File: config.mk
export PLATFORM = sky130hd
export DESIGN_NAME = dvi_tmds_encoder
export DESIGN_NICKNAME = d
export VERILOG_FILES = /design/src/rtl/video_pkg.sv /design/src/rtl/tmds_channel_enc.sv /design/src/rtl/dvi_tmds_encoder.sv
export SDC_FILE = /design/constraint.sdc
export NUM_CORES = 1
export LEC_CHECK = 0
export ABC_AREA = 1
export CAP_MARGIN = 20
export CORE_MARGIN = 4
export CORE_UTILIZATION = 60
export CTS_BUF_LIST = sky130_fd_sc_hd__clkbuf_8
export CTS_CLUSTER_DIAMETER = 150
export DETAILED_ROUTE_END_ITERATION = 7
export PLACE_DENSITY = 0.81
export SYNTH_ARGS = -nofsm -noshare
export SYNTH_HDL_FRONTEND = slang
export SYNTH_SLANG_ARGS = --single-unit
File: constraint.sdc
create_clock -name pixel_clk -period 8 [get_ports pixel_clk]
set_input_delay 2.4 -clock pixel_clk [delete_from_list [all_inputs] [get_ports pixel_clk]]
set_output_delay 2.4 -clock pixel_clk [all_outputs]
set_load 0.02 [all_outputs]
File: src/rtl/video_pkg.sv
// Shared types, TMDS control tokens and CRC constants for the DVI encoder.
// The CRC helper is only referenced when DVI_FRAME_CRC_EN is defined.
package video_pkg;

    typedef logic [9:0] tmds_sym_t;

    typedef struct packed {
        logic [4:0] r;
        logic [5:0] g;
        logic [4:0] b;
    } rgb565_t;

    localparam tmds_sym_t TMDS_CTRL_00 = 10'h354;
    localparam tmds_sym_t TMDS_CTRL_01 = 10'h0AB;
    localparam tmds_sym_t TMDS_CTRL_10 = 10'h154;
    localparam tmds_sym_t TMDS_CTRL_11 = 10'h2AB;

    localparam logic [15:0] CRC16_POLY = 16'h1021;
    localparam logic [15:0] CRC16_INIT = 16'hFFFF;

    function automatic logic [3:0] popcount8(input logic [7:0] v);
        logic [3:0] n;
        n = '0;
        for (int i = 0; i < 8; i++) begin
            n = n + {3'b000, v[i]};
        end
        return n;
    endfunction

    function automatic tmds_sym_t ctrl_token(input logic [1:0] ctl);
        tmds_sym_t t;
        case (ctl)
            2'b00:   t = TMDS_CTRL_00;
            2'b01:   t = TMDS_CTRL_01;
            2'b10:   t = TMDS_CTRL_10;
            default: t = TMDS_CTRL_11;
        endcase
        return t;
    endfunction

    // 16 data bits folded in MSB first, non-reflected CCITT.
    function automatic logic [15:0] crc16_next(input logic [15:0] crc, input logic [15:0] data);
        logic [15:0] c;
        logic        fb;
        c = crc;
        for (int i = 15; i >= 0; i--) begin
            fb = c[15] ^ data[i];
            c  = {c[14:0], 1'b0};
            if (fb) c = c ^ CRC16_POLY;
        end
        return c;
    endfunction

endpackage

File: src/rtl/tmds_channel_enc.sv
// One TMDS channel: stage 1 registers the transition-minimised word,
// stage 2 applies DC balancing against the running disparity and registers the symbol.
module tmds_channel_enc
    import video_pkg::*;
(
    input  logic      pixel_clk,
    input  logic      rst_n,
    input  logic [7:0] data,
    input  logic      de,
    input  logic      c0,
    input  logic      c1,
    output tmds_sym_t sym
);

    logic [3:0] n1_d;
    logic       use_xnor;
    logic [8:0] q_m;

    always_comb begin
        n1_d     = popcount8(data);
        use_xnor = (n1_d > 4'd4) || ((n1_d == 4'd4) && !data[0]);
        q_m      = '0;
        q_m[0]   = data[0];
        for (int i = 1; i < 8; i++) begin
            q_m[i] = use_xnor ? ~(q_m[i-1] ^ data[i]) : (q_m[i-1] ^ data[i]);
        end
        q_m[8] = ~use_xnor;
    end

    logic [8:0] q_m_r;
    logic       de_r;
    logic [1:0] ctrl_r;

    always_ff @(posedge pixel_clk or negedge rst_n) begin
        if (!rst_n) begin
            q_m_r  <= '0;
            de_r   <= 1'b0;
            ctrl_r <= 2'b00;
        end else begin
            q_m_r  <= q_m;
            de_r   <= de;
            ctrl_r <= {c1, c0};
        end
    end

    logic [3:0]        n1_q;
    logic signed [5:0] diff;
    logic signed [5:0] cnt;
    logic signed [5:0] cnt_nxt;
    tmds_sym_t         sym_nxt;

    // diff = N1 - N0 = 2*N1 - 8 for the 8 data bits of q_m
    always_comb begin
        n1_q    = popcount8(q_m_r[7:0]);
        diff    = $signed({1'b0, n1_q, 1'b0}) - 6'sd8;
        sym_nxt = TMDS_CTRL_00;
        cnt_nxt = '0;
        if (!de_r) begin
            sym_nxt = ctrl_token(ctrl_r);
            cnt_nxt = '0;
        end else if ((cnt == 6'sd0) || (n1_q == 4'd4)) begin
            sym_nxt = {~q_m_r[8], q_m_r[8], q_m_r[8] ? q_m_r[7:0] : ~q_m_r[7:0]};
            cnt_nxt = q_m_r[8] ? (cnt + diff) : (cnt - diff);
        end else if ((!cnt[5] && (n1_q > 4'd4)) || (cnt[5] && (n1_q < 4'd4))) begin
            sym_nxt = {1'b1, q_m_r[8], ~q_m_r[7:0]};
            cnt_nxt = cnt + (q_m_r[8] ? 6'sd2 : 6'sd0) - diff;
        end else begin
            sym_nxt = {1'b0, q_m_r[8], q_m_r[7:0]};
            cnt_nxt = cnt + diff - (q_m_r[8] ? 6'sd0 : 6'sd2);
        end
    end

    always_ff @(posedge pixel_clk or negedge rst_n) begin
        if (!rst_n) begin
            sym <= TMDS_CTRL_00;
            cnt <= '0;
        end else begin
            sym <= sym_nxt;
            cnt <= cnt_nxt;
        end
    end

endmodule

File: src/rtl/dvi_tmds_encoder.sv
// RGB565 to three-channel TMDS encoder with 2-cycle latency.
// Optional frame CRC over active pixels is built only when DVI_FRAME_CRC_EN is defined.
module dvi_tmds_encoder
    import video_pkg::*;
(
    input  logic        pixel_clk,
    input  logic        rst_n,
    input  rgb565_t     rgb565_in,
    input  logic        de_in,
    input  logic        hsync_in,
    input  logic        vsync_in,
    output logic [9:0]  tmds_ch0,
    output logic [9:0]  tmds_ch1,
    output logic [9:0]  tmds_ch2,
    output logic [15:0] frame_crc,
    output logic        crc_valid
);

    logic [7:0] r8;
    logic [7:0] g8;
    logic [7:0] b8;

    assign r8 = {rgb565_in.r, rgb565_in.r[4:2]};
    assign g8 = {rgb565_in.g, rgb565_in.g[5:4]};
    assign b8 = {rgb565_in.b, rgb565_in.b[4:2]};

    tmds_channel_enc u_ch0 (
        .pixel_clk (pixel_clk),
        .rst_n     (rst_n),
        .data      (b8),
        .de        (de_in),
        .c0        (hsync_in),
        .c1        (vsync_in),
        .sym       (tmds_ch0)
    );

    tmds_channel_enc u_ch1 (
        .pixel_clk (pixel_clk),
        .rst_n     (rst_n),
        .data      (g8),
        .de        (de_in),
        .c0        (1'b0),
        .c1        (1'b0),
        .sym       (tmds_ch1)
    );

    tmds_channel_enc u_ch2 (
        .pixel_clk (pixel_clk),
        .rst_n     (rst_n),
        .data      (r8),
        .de        (de_in),
        .c0        (1'b0),
        .c1        (1'b0),
        .sym       (tmds_ch2)
    );

`ifdef DVI_FRAME_CRC_EN
    logic        vsync_d;
    logic [15:0] crc_acc;
    logic [15:0] crc_upd;

    assign crc_upd = crc16_next(crc_acc, rgb565_in);

    // A pixel coinciding with the vsync edge belongs to the frame being closed.
    always_ff @(posedge pixel_clk or negedge rst_n) begin
        if (!rst_n) begin
            vsync_d   <= 1'b0;
            crc_acc   <= CRC16_INIT;
            frame_crc <= 16'h0000;
            crc_valid <= 1'b0;
        end else begin
            vsync_d   <= vsync_in;
            crc_valid <= 1'b0;
            if (vsync_in && !vsync_d) begin
                frame_crc <= de_in ? crc_upd : crc_acc;
                crc_valid <= 1'b1;
                crc_acc   <= CRC16_INIT;
            end else if (de_in) begin
                crc_acc <= crc_upd;
            end
        end
    end
`else
    assign frame_crc = 16'h0000;
    assign crc_valid = 1'b0;
`endif

endmodule
==> flow_summary_export.csv, run 1 <==
group,metric,value,unit
outcome,outcome,"finished, final reports clean",
timing,report.final.setup_viol,0,
grt,grt_first_pass_wirelength,23.9,mm
grt,vias_in_the_first_global_route,5256,
die,placeable_core_region,10400,sq um
grt,grt_antenna_before_repair,0,
detailed_routing,wl_per_cell,14.1,um
timing,final_hold_viol_count,0,
grt,global_route.overflow_total,0,
logic_synthesis,yosysUniqueCellTypes,35,
clock_network,cts_max_path_buffers,2,
die,design.die.area,12500,sq um
logic_synthesis,ys.flop_type,"dfrtp_1",
worst_setup_path,criticalPathCategory,"in -> reg",
die,fp.dieH,112,um
die,top_level_ports,68,
worst_setup_path,critical_path.max_fanout,6,
clock_network,holdBufCountCts,0,
layout,antenna-diode-count,0,
logic_synthesis,synth_sequential_area_ratio,0.293,
clock_network,cts-buffers-inserted,9,
detailed_routing,vias_per_cell,5.24,
timing,fin_skew,0.00831,ns
layout,layout-area-overhead-vs-synth,12.1,%
logic_synthesis,synth.ff_latch_count,75,
timing,max_freq,0.163,GHz
detailed_routing,drt_iter0_markers,291,
detailed_routing,num_vias,5103,
logic_synthesis,synth_edf_count,0,
worst_setup_path,worstPathArrival,6.38,ns
timing,tightestPinTransition,0.920,ns
logic_synthesis,syn-instance-count,781,
clock_network,h-tree-depth,3,
detailed_routing,ant_nets,0,
timing,report.final.slew_viol_count,0,
die,die_width,112,um
clock_network,cts_setup_buffers,0,
worst_setup_path,startpoint_types,"primary input",
clock_network,cts_tree,"done",
job,max_cap_viol_count,0,
min_path,hp-class,"reg -> reg",
place,io_buffer_count,50,
timing,grt_setup_unrepaired,"no",
worst_setup_path,worstSetupEndpointType,"register",
grt,largest_net_degree_at_the_start_of_global_routing,76,
grt,all_layer_gr_usage,0.230,
clock_network,worstSkewPairLatency,0.36,ns
layout,final-seq-area,1900,sq um
timing,worst_slew_margin_rel,0.387,
logic_synthesis,postSynthAreaPerCell,8.28,sq um
timing,setup-tns-final,0,ns
worst_setup_path,crit_required,8.25,ns
layout,footprint_of_the_multi_input_gates,3870,sq um
timing,fin_crit_sh,0.765,
layout,n_fill_cell,826,
logic_synthesis,cell_area_after_synthesis,6470,sq um
layout,layout-drive-gt1-share,0.0585,
timing,period_needed,6.12,ns
detailed_routing,routed_wl,13.7,mm
logic_synthesis,share_of_flip_flops_with_an_asynchronous_set_or_reset_after_synthesis,1.00,
clock_network,post_cts.resized_instances,0,
clock_network,cts.reportedPaths.clkPinSlew,0.08,ns
clock_network,buffer_type_at_the_clock_tree_root,"clkbuf_8",
place,gp_congestion,0.913,
detailed_routing,post-route-drc-count,0,
detailed_routing,drt-pass1-iter-count,6,
clock_network,clock_sinks,75,
die,initial_core_util,0.621,
logic_synthesis,yosysWarnings,0,
die,floorplan.rows,37,
place,dp_hpwl,10.7,mm
layout,final_stage_net_count,959,
[layout by cell type (no fill, tap or decap), types with 3 or more instances in the layout]
master           synthesis  routed
nand3_1                 55      55
o31ai_1                  8       8
clkbuf_8                 0      10
dfstp_2                 15      15
nor3_1                   4       4
clkdlybuf4s50_1          0      49
o21bai_1                 3       3
nand2_1                146     146
nand2_4                  5       5
inv_1                  152     153
xnor2_1                 14      14
ha_1                    68      68
conb_1                   1      17
fa_1                    38      38
inv_2                    3       3
dfrtp_1                 60      60
xor2_1                  37      37
nor2_1                  55      55
o21ai_0                 39      39
a21oi_1                 33      33
[synth_stat cells, types with 2 or more instances]
cell | n | area share
nand3_1 | 55 | 0.043
nand2_4 | 5 | 0.0087
buf_4 | 17 | 0.020
ha_1 | 68 | 0.13
inv_2 | 3 | 0.0017
inv_1 | 152 | 0.088
o211ai_1 | 2 | 0.0023
o21bai_1 | 3 | 0.0035
a21oi_1 | 33 | 0.026
nor3_2 | 2 | 0.0031
nand3b_1 | 2 | 0.0023
nand2_1 | 146 | 0.085
xnor2_1 | 14 | 0.019
dfstp_2 | 15 | 0.061
a22oi_1 | 2 | 0.0023
o21ai_0 | 39 | 0.030
dfrtp_1 | 60 | 0.23
o31ai_1 | 8 | 0.0093
o21ai_4 | 2 | 0.0050
nor2_1 | 55 | 0.032
fa_1 | 38 | 0.12
xor2_1 | 37 | 0.050
buf_2 | 2 | 0.0015
nor3_1 | 4 | 0.0031
buf_6 | 2 | 0.0035
clkbuf_1 | 6 | 0.0035
[flip-flops by register name, summed over array words and instances (netlist names)]
signal,count
u_ch0.cnt,5
u_ch0.ctrl_r,2
u_ch0.q_m_r,9
u_ch0.sym,10
u_ch1.cnt,5
u_ch1.q_m_r,9
u_ch1.sym,10
u_ch2.cnt,5
u_ch2.de_r,1
u_ch2.q_m_r,9
u_ch2.sym,10
[kinds of logic (layout without fill, tap and decap cells)]
group | Yosys count | count (layout) | synth area share
xor gates and xnor gates | 54 | 54 | 0.0787
AOI/OAI and AO/OA | 92 | 92 | 0.0812
adders and majority gates | 106 | 106 | 0.249
buffers and inverters | 182 | 222 | 0.118
and+or+nand+nor | 271 | 271 | 0.179
DFF | 75 | 75 | 0.293
other | 1 | 17 | 0.000580
[worst paths after layout]
| kind | start | end | slack (ns) | cells after the start |
|---|---|---|---|---|
| hold reg to reg | u_ch2.q_m_r[2]$_DFF_PN0_ | u_ch2.sym[2]$_DFF_PN1_ | 0.49 | 2 |
| min in group asynchronous | rst_n | u_ch0.cnt[4]$_DFF_PN0_ | 2.16 | 1 |
| hold / removal | u_ch2.q_m_r[2]$_DFF_PN0_ | u_ch2.sym[2]$_DFF_PN1_ | 0.49 | 2 |
| setup / recovery | rgb565_in[9] | u_ch1.q_m_r[6]$_DFF_PN0_ | 1.88 | 22 |
| setup reg to reg | u_ch2.q_m_r[0]$_DFF_PN0_ | u_ch2.cnt[5]$_DFF_PN0_ | 3.14 | 17 |
| max in group asynchronous | rst_n | u_ch1.cnt[4]$_DFF_PN0_ | 5.23 | 1 |
[routing by layer]
layer | wire length, um | track usage | vias up
li1 | - | - | 2472
met1 | 5770 | 0.282 | 2461
met2 | 7080 | 0.415 | 139
met3 | 612 | 0.0391 | 31
met4 | 267 | 0.0673 | 0
met5 | 0 | 0 | -
[layout make-up]
class                   count  share of cell area
clock inverters             6              0.0123
well taps                 136              0.0235
inverters                 155              0.0803
multi-input cells         540               0.534
flip-flops and latches     75               0.262
clock buffers              10              0.0190
repair buffers             51              0.0697
[through the flow]
stage               instances  cell area (sq um)  hold WS (ns)  worst slack (ns)   util
CTS                       973               7250         0.486              1.92  0.696
detailed placement        957               7020         0.463              1.53  0.674
global placement          957               7020         0.472              1.74  0.674
finish                    973               7250         0.490              1.88  0.696
global route              973               7250         0.528              1.64  0.696
floorplan                 797               6530         0.453              2.42      -
[worst max-delay path, cell delays in order]
cell,delay (ns)
clkdlybuf4s50_1,0.51
ha_1,0.39
inv_1,0.08
fa_1,0.46
fa_1,0.50
inv_1,0.05
fa_1,0.40
fa_1,0.40
inv_1,0.07
nand2_1,0.05
nand2_1,0.08
nand2_1,0.06
nand2_1,0.14
nand2_1,0.10
nand2_1,0.09
nand2_1,0.07
nand2_1,0.10
nand2_1,0.10
nand2_1,0.11
nand2_1,0.08
nand3_1,0.07
nand2_1,0.05
Power of run 1 is left out: the tool's default activity adds up to more than one toggle a clock period on the data nets, which glitch-free logic cannot reach.
==> inputs of run 2 (changes only) <==
- clock period: 8 -> 6 ns (I/O delays scaled with it)
==> flow_summary_export.csv, run 2 (same netlist as run 1, synthesis figures left out) <==
group,metric,value,unit
place,dp_hpwl,10.8,mm
clock_network,buffer_type_at_the_clock_tree_root,"clkbuf_8",
layout,finalNonFillerCells,973,
worst_setup_path,crit_path_cell_trace,"clkdlybuf4s50_1 > ha_1 > inv_1 > fa_1 > fa_1 > inv_1 > fa_1 > fa_1 > inv_1 > nand2_1 > nand2_1 > nand2_1 > nand2_1 > nand2_1 > nand2_1 > nand2_1 > nand2_1 > nand2_1 > nand2_1 > nand2_1 > nand3_1 > nand2_1",
clock_network,post_cts.resized_instances,0,
timing,setup-tns-final,0,ns
clock_network,cts_setup_buffers,0,
detailed_routing,wl_per_cell,13.9,um
worst_setup_path,startpoint_types,"primary input",
detailed_routing,routed_wl,13.5,mm
timing,period_needed,5.52,ns
worst_setup_path,setup.worst_path.start,"rgb565_in[9]",
grt,largest_net_degree_at_the_start_of_global_routing,76,
die,die_width,112,um
worst_setup_path,setup.worst_path.end,"u_ch1.q_m_r[6]$_DFF_PN0_",
place,io_buffer_count,50,
worst_setup_path,worstSetupEndpointType,"register",
place,place_ws,0.130,ns
worst_setup_path,rrSetupSlack,1.14,ns
layout,largest_regs,"u_ch0.sym: 10 flops, u_ch1.sym: 10 flops, u_ch2.sym: 10 flops",
place,gp_congestion,0.913,
die,design.die.area,12500,sq um
layout,layout-area-overhead-vs-synth,11.3,%
grt,global_route.overflow_total,0,
timing,worst_slew_margin_rel,0.398,
layout,layout-drive-gt1-share,0.0597,
layout,final_common_cell,"inv_1",
worst_setup_path,critical_path.reg2reg.startpoint,"u_ch1.q_m_r[0]$_DFF_PN0_",
clock_network,worstSkewPairLatency,0.36,ns
detailed_routing,drt-pass1-iter-count,5,
worst_setup_path,crit_required,6.26,ns
timing,tightestPinTransition,0.903,ns
clock_network,h-tree-depth,3,
clock_network,clock_sinks,75,
timing,report.final.setup_viol,0,
min_path,hp-class,"reg -> reg",
timing,fin_crit_sh,0.920,
worst_setup_path,criticalPathCategory,"in -> reg",
detailed_routing,ant_nets,0,
job,max_cap_viol_count,0,
layout,final_stage_net_count,959,
worst_setup_path,critical_path.max_fanout,6,
worst_setup_path,cpMostUsedCell,"nand2_1",
timing,final_hold_viol_count,0,
grt,all_layer_gr_usage,0.227,
layout,n_fill_cell,842,
layout,layout.cells.most_common_list,"inv_1 (152), nand2_1 (146), ha_1 (68), dfrtp_1 (60)",
grt,grt_antenna_before_repair,0,
die,initial_core_util,0.621,
timing,max_freq,0.181,GHz
detailed_routing,post-route-drc-count,0,
clock_network,cts_tree,"done",
detailed_routing,num_vias,5071,
grt,grt_first_pass_wirelength,23.7,mm
worst_setup_path,worstRegToRegCells,17,
place,placed_cells,957,
grt,vias_in_the_first_global_route,5319,
detailed_routing,drt_iter0_markers,216,
timing,fin_skew,0.0125,ns
die,placeable_core_region,10400,sq um
clock_network,cts.reportedPaths.clkPinSlew,0.09,ns
die,floorplan.rows,37,
worst_setup_path,worstPathArrival,5.78,ns
detailed_routing,vias_per_cell,5.21,
outcome,outcome,"finished, final reports clean",
clock_network,cts_max_path_buffers,2,
timing,grt_setup_unrepaired,"no",
die,top_level_ports,68,
clock_network,cts-buffers-inserted,9,
layout,antenna-diode-count,0,
timing,report.final.slew_viol_count,0,
timing,fin_ws,0.481,ns
die,fp.dieH,112,um
clock_network,holdBufCountCts,0,
worst_setup_path,critical_path.reg2reg.endpoint,"u_ch1.cnt[5]$_DFF_PN0_",
worst_setup_path,crit_path_max_incr_delay,0.52,ns
worst_setup_path,critical_path.slowest_cell,"clkdlybuf4s50_1",
==> run 2: changes by cell type in the layout (fill, tap and decap cells not counted) <==
cell,change
inv_1,-1
clkinvlp_4,+1
clkbuf_8,-1
inv_6,+1
bufinv_16,-2
clkinv_2,+2
==> run 2: per-stage QoR <==
stage | instance area, sq um | util | hold slack [ns]
finish | 7200 | 0.691 | 0.488
global route | 7200 | 0.691 | 0.511
CTS | 7200 | 0.691 | 0.491
detailed placement | 7020 | 0.674 | 0.476
global placement | 7020 | 0.674 | 0.472
floorplan | 6530 | - | 0.453
==> run 2: routing by layer <==
| metal | vias up | share of wire | track usage | wire [um] |
|---|---|---|---|---|
| met1 | 2434 | 0.42 | 0.278 | 5630 |
| met2 | 135 | 0.51 | 0.403 | 6960 |
| met3 | 26 | 0.050 | 0.0418 | 675 |
| met5 | - | 0 | 0 | 0 |
| li1 | 2476 | - | - | - |
| met4 | 0 | 0.020 | 0.0738 | 274 |
==> run 2: final cells by class <==
class,count,area (sq um),area share
Timing Repair Buffer,51,505,0.0702
Multi-Input combinational cell,540,3870,0.538
Inverter,155,582,0.0808
Tap cell,136,170,0.0236
Sequential cell,75,1900,0.263
Clock buffer,9,124,0.0172
Clock inverter,7,51.3,0.00713
==> run 2: worst min path at each step <==
stage / slack [ns] / endpoint / from / cells after the start
final: 0.49 / u_ch2.sym[6]$_DFF_PN1_ / u_ch2.q_m_r[6]$_DFF_PN0_ / 2
after global routing: 0.51 / u_ch2.sym[4]$_DFF_PN1_ / u_ch2.q_m_r[4]$_DFF_PN0_ / 2
after CTS: 0.49 / u_ch2.sym[2]$_DFF_PN1_ / u_ch2.q_m_r[2]$_DFF_PN0_ / 2
after detailed placement: 0.48 / u_ch2.sym[6]$_DFF_PN1_ / u_ch2.q_m_r[6]$_DFF_PN0_ / 2
after global placement: 0.47 / u_ch2.sym[2]$_DFF_PN1_ / u_ch2.q_m_r[2]$_DFF_PN0_ / 2
after floorplan: 0.45 / u_ch1.sym[2]$_DFF_PN1_ / u_ch1.q_m_r[2]$_DFF_PN0_ / 2
==> run 2: worst max-delay path: cells and delay by family <==
kind | cells | cell delay, ns
simple gates | 13 | 1.10
buf+inv | 4 | 0.72
fa+ha+maj | 5 | 2.16
Power of run 2 is left out for the same reason.
